$ cat src/rtl/lsu_mem_ctrl.sv
// Load/store unit memory controller: turns pipeline load/store requests into
// byte-lane data-memory accesses and returns sign/zero-extended load results.
// Latency: stores issue combinationally in the request cycle; loads return
// wb_valid two cycles after the request when memory answers one cycle later.
// Backpressure: stall is raised in the load request cycle and every WAIT cycle;
// a load with no mem_valid for TIMEOUT WAIT cycles is aborted with err code 11.
//
// Ports:
//   clk, rst          - clock, asynchronous active-low reset
//   load_en, store_en - pipeline request strobes (load wins if both set)
//   funct3, alu_addr  - RV32I access type and byte address (bits [31:10] unused)
//   rs2_data          - store source data
//   mem_valid/rdata   - load data return from data memory
//   mem_*             - memory-side strobe, direction, lanes, word address, data
//   stall             - freeze upstream pipeline
//   wb_valid/wb_data  - registered load result pulse
//   err/err_code      - registered error pulse; code held until the next error
module lsu_mem_ctrl #(
    parameter int TIMEOUT = 8
) (
    input  logic        clk,
    input  logic        rst,
    input  logic        load_en,
    input  logic        store_en,
    input  logic [2:0]  funct3,
    input  logic [31:0] alu_addr,
    input  logic [31:0] rs2_data,
    input  logic        mem_valid,
    input  logic [31:0] mem_rdata,
    output logic        mem_we_re,
    output logic        mem_request,
    output logic        mem_load,
    output logic [3:0]  mem_mask,
    output logic [7:0]  mem_addr,
    output logic [31:0] mem_wdata,
    output logic        stall,
    output logic        wb_valid,
    output logic [31:0] wb_data,
    output logic        err,
    output logic [1:0]  err_code
);

    typedef enum logic {
        ST_IDLE = 1'b0,
        ST_WAIT = 1'b1
    } state_t;

    state_t      state;
    logic [3:0]  wait_cnt;
    logic [2:0]  lat_funct3;
    logic [1:0]  lat_off;

    // Upper address bits do not reach the 1 KiB data memory.
    logic        unused_addr;
    assign unused_addr = ^alu_addr[31:10];

    // ------------------------------------------------------------------
    // Request decode (only meaningful in IDLE)
    // ------------------------------------------------------------------
    logic idle;
    logic any_req;
    logic load_f3_ok;
    logic store_f3_ok;
    logic illegal;
    logic misaligned;
    logic accept_load;
    logic accept_store;
    logic reject;

    assign idle        = (state == ST_IDLE);
    assign any_req     = load_en | store_en;
    assign load_f3_ok  = (funct3 == 3'b000) || (funct3 == 3'b001) || (funct3 == 3'b010) ||
                         (funct3 == 3'b100) || (funct3 == 3'b101);
    assign store_f3_ok = (funct3 == 3'b000) || (funct3 == 3'b001) || (funct3 == 3'b010);
    // A simultaneous store is silently dropped, so legality follows the load.
    assign illegal     = load_en ? !load_f3_ok : !store_f3_ok;
    // funct3[1:0] gives access size for every legal encoding.
    assign misaligned  = ((funct3[1:0] == 2'b01) && alu_addr[0]) ||
                         ((funct3[1:0] == 2'b10) && (alu_addr[1:0] != 2'b00));

    assign accept_load  = idle && load_en && !illegal && !misaligned;
    assign accept_store = idle && !load_en && store_en && !illegal && !misaligned;
    assign reject       = idle && any_req && (illegal || misaligned);

    // ------------------------------------------------------------------
    // Memory-side outputs: combinational from the request in IDLE, else 0
    // ------------------------------------------------------------------
    always_comb begin
        mem_we_re   = 1'b0;
        mem_request = 1'b0;
        mem_load    = 1'b0;
        mem_mask    = 4'b0000;
        mem_addr    = 8'h00;
        mem_wdata   = 32'h0000_0000;
        stall       = (state == ST_WAIT);

        if (accept_load) begin
            mem_request = 1'b1;
            mem_load    = 1'b1;
            mem_mask    = 4'b1111;
            mem_addr    = alu_addr[9:2];
            stall       = 1'b1;
        end else if (accept_store) begin
            mem_request = 1'b1;
            mem_we_re   = 1'b1;
            mem_addr    = alu_addr[9:2];
            case (funct3[1:0])
                2'b00: begin
                    mem_wdata = {4{rs2_data[7:0]}};
                    mem_mask  = 4'b0001 << alu_addr[1:0];
                end
                2'b01: begin
                    mem_wdata = {2{rs2_data[15:0]}};
                    mem_mask  = alu_addr[1] ? 4'b1100 : 4'b0011;
                end
                default: begin
                    mem_wdata = rs2_data;
                    mem_mask  = 4'b1111;
                end
            endcase
        end
    end

    // ------------------------------------------------------------------
    // Load result extraction from the returned word
    // ------------------------------------------------------------------
    logic [7:0]  ld_byte;
    logic [15:0] ld_half;
    logic [31:0] ld_result;

    always_comb begin
        ld_result = mem_rdata;
        case (lat_off)
            2'b00:   ld_byte = mem_rdata[7:0];
            2'b01:   ld_byte = mem_rdata[15:8];
            2'b10:   ld_byte = mem_rdata[23:16];
            default: ld_byte = mem_rdata[31:24];
        endcase
        ld_half = lat_off[1] ? mem_rdata[31:16] : mem_rdata[15:0];
        case (lat_funct3)
            3'b000:  ld_result = {{24{ld_byte[7]}}, ld_byte};
            3'b100:  ld_result = {24'h000000, ld_byte};
            3'b001:  ld_result = {{16{ld_half[15]}}, ld_half};
            3'b101:  ld_result = {16'h0000, ld_half};
            default: ld_result = mem_rdata;
        endcase
    end

    // ------------------------------------------------------------------
    // FSM with registered result and error outputs
    // ------------------------------------------------------------------
    always_ff @(posedge clk or negedge rst) begin
        if (!rst) begin
            state      <= ST_IDLE;
            wait_cnt   <= 4'd0;
            lat_funct3 <= 3'b000;
            lat_off    <= 2'b00;
            wb_valid   <= 1'b0;
            wb_data    <= 32'h0000_0000;
            err        <= 1'b0;
            err_code   <= 2'b00;
        end else begin
            wb_valid <= 1'b0;
            err      <= 1'b0;
            case (state)
                ST_IDLE: begin
                    if (accept_load) begin
                        state      <= ST_WAIT;
                        wait_cnt   <= 4'd0;
                        lat_funct3 <= funct3;
                        lat_off    <= alu_addr[1:0];
                    end else if (reject) begin
                        err      <= 1'b1;
                        err_code <= illegal ? 2'b10 : 2'b01;
                    end
                end
                ST_WAIT: begin
                    if (mem_valid) begin
                        wb_valid <= 1'b1;
                        wb_data  <= ld_result;
                        state    <= ST_IDLE;
                    end else if (wait_cnt == 4'(TIMEOUT - 1)) begin
                        // This is the TIMEOUT-th WAIT cycle without data.
                        err      <= 1'b1;
                        err_code <= 2'b11;
                        wait_cnt <= 4'd0;
                        state    <= ST_IDLE;
                    end else begin
                        wait_cnt <= wait_cnt + 4'd1;
                    end
                end
                default: state <= ST_IDLE;
            endcase
        end
    end

endmodule

$ cat config.mk
export PLATFORM = sky130hd
export DESIGN_NAME = lsu_mem_ctrl
export DESIGN_NICKNAME = d
export VERILOG_FILES = /design/src/rtl/lsu_mem_ctrl.sv
export SDC_FILE = /design/constraint.sdc
export NUM_CORES = 1
export LEC_CHECK = 0
export CORE_MARGIN = 2
export CORE_UTILIZATION = 35
export DETAILED_ROUTE_END_ITERATION = 10
export HOLD_SLACK_MARGIN = 0.15
export PLACE_DENSITY = 0.88
export SLEW_MARGIN = 0
export SYNTH_ARGS = -nofsm -noshare
export SYNTH_HDL_FRONTEND = slang
export SYNTH_SLANG_ARGS = --single-unit
$ cat constraint.sdc
create_clock -name clk -period 3.6 [get_ports clk]
set_input_delay 0.54 -clock clk [delete_from_list [all_inputs] [get_ports clk]]
set_output_delay 0.54 -clock clk [all_outputs]
set_load 0.03 [all_outputs]
Word level (Yosys, flattened, before mapping)
Cells that the tools add are included.
{"block": "classes", "bitwise": 2, "add_sub_neg": 1, "muxes": 38, "reduce_logical": 31, "n_eq_ne": 17, "shifts": 1}
{"op": "$pmux W32 S4", "n": 1}
{"op": "$mux W32", "n": 2}
{"op": "$pmux W32 S2", "n": 1}
{"op": "$mux W4", "n": 6}
{"op": "$pmux W8 S3", "n": 1}
{"op": "$mux W16", "n": 1}
{"op": "$mux W8", "n": 2}
{"op": "$pmux W4 S2", "n": 2}
{"op": "$mux W1", "n": 14}
{"op": "$eq A3 B3 Y1 const B", "n": 4}
{"op": "$logic_and A1 B1 Y1", "n": 11}
{"op": "$mux W2", "n": 5}
{"op": "$eq A3 B1 Y1 const B", "n": 2}
{"op": "$logic_not A3 Y1", "n": 2}
{"op": "$logic_or A1 B1 Y1", "n": 6}
{"op": "$ne A2 B1 Y1 const B", "n": 3}
{"op": "$reduce_and A2 Y1", "n": 3}
{"op": "$logic_not A1 Y1", "n": 5}
{"op": "$add A4 B1 Y4 const B", "n": 1}
{"op": "$eq A2 B1 Y1 const B", "n": 2}
{"op": "$eq A2 B2 Y1 const B", "n": 2}
{"op": "$eq A4 B3 Y1 const B", "n": 1}
{"op": "$logic_not A2 Y1", "n": 2}
{"op": "$ne A2 B2 Y1 const B", "n": 2}
{"op": "8 further kinds", "n": 9}
{"block": "totals", "word_cells": 98, "regBits": 46, "in_bits": 104}

Longest topological paths before layout
{"block": "depth", "word_depth": 12, "ltp_mapped": 7, "depth_no_buf": 5}

Worst setup path before layout
Ideal clock, no wire load.
{"block": "synth_timing", "path_kind": "input-to-output", "startpoint": "input funct3[0]", "endpoint": "output mem_wdata[16]", "t_arrival_ps": 2245, "path_buffers": 3, "cell_stages": 7, "path_slack_ps": 815, "required_ps": 3060, "path_cell_list": "buf_6 -> nor4_4 -> a21oi_2 -> or4b_1 -> buf_2 -> buf_6 -> nor2_1"}
{"block": "synth_via", "elab_chain_cells": 12, "elab_cells_between_ends": 27, "classes_between": "6 x eq/ne; 4 x mux; 17 x reduce/logical"}
{"item": "start: declaration", "line": "25", "rtl": "input logic [2:0] funct3,"}
{"item": "$eq A3 B1 Y1 or $logic_not A3 Y1 (tied branches)", "line": "72, 74"}
{"item": "$logic_or A1 B1 Y1 (2 in a row)", "line": "72, 74"}
{"item": "$logic_or A1 B1 Y1", "line": "72", "rtl": "assign load_f3_ok = (funct3 == 3'b000) || (funct3 == 3'b001) || (funct3 == 3'b010) ||"}
{"item": "$logic_or A1 B1 Y1", "line": "73", "rtl": "(funct3 == 3'b100) || (funct3 == 3'b101);"}
{"item": "$logic_not A1 Y1", "line": "76", "rtl": "assign illegal = load_en ? !load_f3_ok : !store_f3_ok;"}
{"item": "$mux W1", "line": "76"}
{"item": "$logic_not A1 Y1", "line": "81, 82"}
{"item": "$logic_and A1 B1 Y1 (2 in a row)", "line": "82", "rtl": "assign accept_store = idle && !load_en && store_en && !illegal && !misaligned;"}
{"item": "$mux W32", "line": "103", "rtl": "end else if (accept_store) begin"}
{"item": "$mux W32 *", "line": "97", "rtl": "if (accept_load) begin"}
{"item": "end: declaration", "line": "35", "rtl": "output logic [31:0] mem_wdata,"}
Every way passes the cells marked *; elsewhere a longest branch is shown, timed or not.

Worst setup path in the final report
{"block": "layout_timing", "startpoint": "input alu_addr[0]", "endpoint": "output mem_wdata[4]"}
{"block": "layout_via", "elab_chain_cells": 7, "elab_cells_between_ends": 9, "classes_between": "2 x mux; 7 x reduce/logical"}
{"item": "start: declaration", "line": "26", "rtl": "input logic [31:0] alu_addr,"}
{"item": "$reduce_bool A2 Y1", "line": "79", "rtl": "((funct3[1:0] == 2'b10) && (alu_addr[1:0] != 2'b00));"}
{"item": "$logic_and A1 B1 Y1", "line": "79"}
{"item": "$logic_or A1 B1 Y1 *", "line": "78", "rtl": "assign misaligned = ((funct3[1:0] == 2'b01) && alu_addr[0]) ||"}
{"item": "$logic_not A1 Y1 *", "line": "81, 82"}
{"item": "$logic_and A1 B1 Y1", "line": "82"}
{"item": "$mux W32", "line": "103"}
{"item": "$mux W32 *", "line": "97"}
Marks and branches as above.

==> results_dict.tcl <==
set metrics [dict create \
    grtUsageTotal 0.209 \
    async_flop_share 1.00 \
    htreeDepth 2 \
    via_per_inst 5.29 \
    crit_top_cell "buf_4" \
    path_buf_inv 4 \
    netlist_area_mm2 0.00303 \
    synth.avg_cell_area_um2 8.27 \
    synth_ff_type "dfrtp_1" \
    power_density_mw_per_mm2 507 \
    path_cells "clkdlybuf4s50_1 > a21oi_1 > a21oi_2 > or4b_1 > buf_4 > inv_2 > and2_1 > buf_4" \
    synth_top_area_share 0.380 \
    design.die.area_mm2 0.00941 \
    rrSetupSlack_ns 1.16 \
    post_cts_buffers 0 \
    syn2layout_area_growth_pct 56.0 \
    final-hold-violation-count 0 \
    port_buffers 165 \
    cts_resized 0 \
    nets 623 \
    pre_cts_ws_ns 0.260 \
    critPathLaunchType "input port" \
    drive_gt1_frac 0.156 \
    status "finished clean" \
    crit_required_ns 3.06 \
    cts_num_sinks 46 \
    r2r_end "wb_data[8]" \
    synth_nets 471 \
    drc 0 \
    finalPower_uw 2400 \
    register_area_mm2 0.00115 \
    tns_ns 0 \
    clk_latency_ns 0.30 \
    fin_ws_ns 0.251 \
    dp_hpwl_um 7710 \
    fp.coreArea_mm2 0.00830 \
    post-route-period-util 0.930 \
    ios 188 \
    worst-slew-pin-transition_ns 1.02 \
    cp_top_family "buffers and inverters" \
    grt_overflow 0 \
    slowest_stage "clkdlybuf4s50_1" \
    yosys_warnings 0 \
    synth_top_cell_by_area "dfrtp_1" \
    first_iter_violations 80 \
    grt_start_max_net_pins 47 \
    wl_per_cell_um 16.0 \
    start_util 0.365 \
    finalClockSkew_ns 0.00818 \
    peakVddDrop_mv 0.187 \
    layout_min_cycle_time_ns 3.35 \
    reg2reg_from "state" \
    num_vias 3298 \
    synth.most_common_cell "dfrtp_1" \
    cpPeakStageDelay_ns 0.57 \
    cts-root-buf "clkbuf_8" \
    grt_pass1_vias 3399 \
    critical_path_class "input port to output port" \
    rows 33 \
    die_h_um 97.0 \
    cp_max_fo 25 \
    clk_pin_slew_ns 0.09 \
    routed_wl_um 10000 \
    cts_tree "built" \
    leakage_uw 0.00209 \
    ys_top_cells_by_area "dfrtp_1 (38%), mux2i_1 (8.6%), nand2_1 (5.5%)" \
    ctsHoldBuffers 0 \
    rsz0062_at_grt "no" \
    multi_input_area_mm2 0.00172 \
    yosysSeqAreaShare 0.380 \
    cts_buffers 5 \
    slew_violations 0 \
    antenna_found_initial 0 \
    max-clock-path-buffers 2 \
    hp-class "input port to async pin" \
    grt_pass1_wl_um 16300 \
    cap_violations 0 \
    synth_edf_count 0 \
    num-fill-cells 752 \
    crit_path_end_kind "output port" \
    synth_cells 366 \
    gp_congestion 0.862 \
    timing.fmax_mhz 299 \
    ys_types 41 \
    synth.top_cells.by_count "dfrtp_1 (46), nand2_1 (44), nor2_1 (39)" \
    slew_headroom 0.319 \
    arrival_ns 2.81 \
    finalSetupViolations 0 \
    diodes 0 \
    reg2reg_depth 7 \
    die_w_um 97.0 \
    firstDrtPassIters 4 \
    synth-seq-cells 46 \
    drt.antenna.violating_nets 0 \
]
## area by class of cell
cell class | count | area share
Sequential cell | 46 | 0.244
Clock buffer | 6 | 0.0154
Inverter | 7 | 0.00556
Multi-Input combinational cell | 285 | 0.364
Timing Repair Buffer | 173 | 0.342
Clock inverter | 1 | 0.00159
Tap cell | 105 | 0.0278
## per-layer routing
layer	vias up	routed length, um	share of wire	track usage
met4	0	306	0.031	0.0813
met3	20	737	0.074	0.0527
met1	1553	4030	0.40	0.241
met5	-	0	0	0
met2	152	4930	0.49	0.372
li1	1573	-	-	-
## flip-flops by register name, indices dropped and copies added (netlist names)
name	flops
wait_cnt	4
lat_funct3	3
state	1
wb_valid	1
err_code	2
lat_off	2
err	1
wb_data	32
## cells in the final DEF (no fill, tap or decap), types with 5 or more instances in the layout
cell type,count
dfrtp_1,46
clkbuf_8,5
nand3_1,33
nor2_1,39
a21oi_2,5
and2_1,25
a221o_1,7
mux2_2,9
nand2b_1,6
a21oi_1,24
o21ai_0,29
nand3b_1,8
buf_4,53
mux2i_1,26
nand2_1,44
inv_1,5
clkdlybuf4s50_1,117
## stage by stage
stage	instance area [um2]	cells	utilization	hold WS, ns
global placement	4640	616	0.559	0.473
finish	4720	623	0.569	0.407
detailed placement	4640	616	0.559	0.481
CTS	4720	623	0.569	0.435
floorplan	3030	366	-	0.244
global route	4720	623	0.569	0.486
## report_power, final
group	total [uW]	internal (uW)	switching [uW]
Clock	305	133	171
Sequential	840	696	145
Combinational	1250	564	686
Total	2400	1390	1000
## worst max path at each step
stage,from,endpoint,slack (ns),cells after the start
floorplan,funct3[0],mem_wdata[16],0.82,7
global placement,funct3[0],mem_wdata[7],0.34,8
detailed placement,funct3[0],mem_wdata[4],0.26,8
CTS,funct3[0],mem_wdata[2],0.27,8
global route,funct3[0],mem_wdata[1],0.09,8
finish,alu_addr[0],mem_wdata[4],0.25,8
## kinds of logic after synthesis
kind of cell | share of synthesized area
muxes | 0.119
adders and majority gates | 0.00413
AOI/OAI and AO/OA | 0.164
DFF | 0.380
and+or+nand+nor | 0.278
xor gates and xnor gates | 0.00289
buffers and inverters | 0.0516
Note: power is estimated with default switching activity, not from simulation.
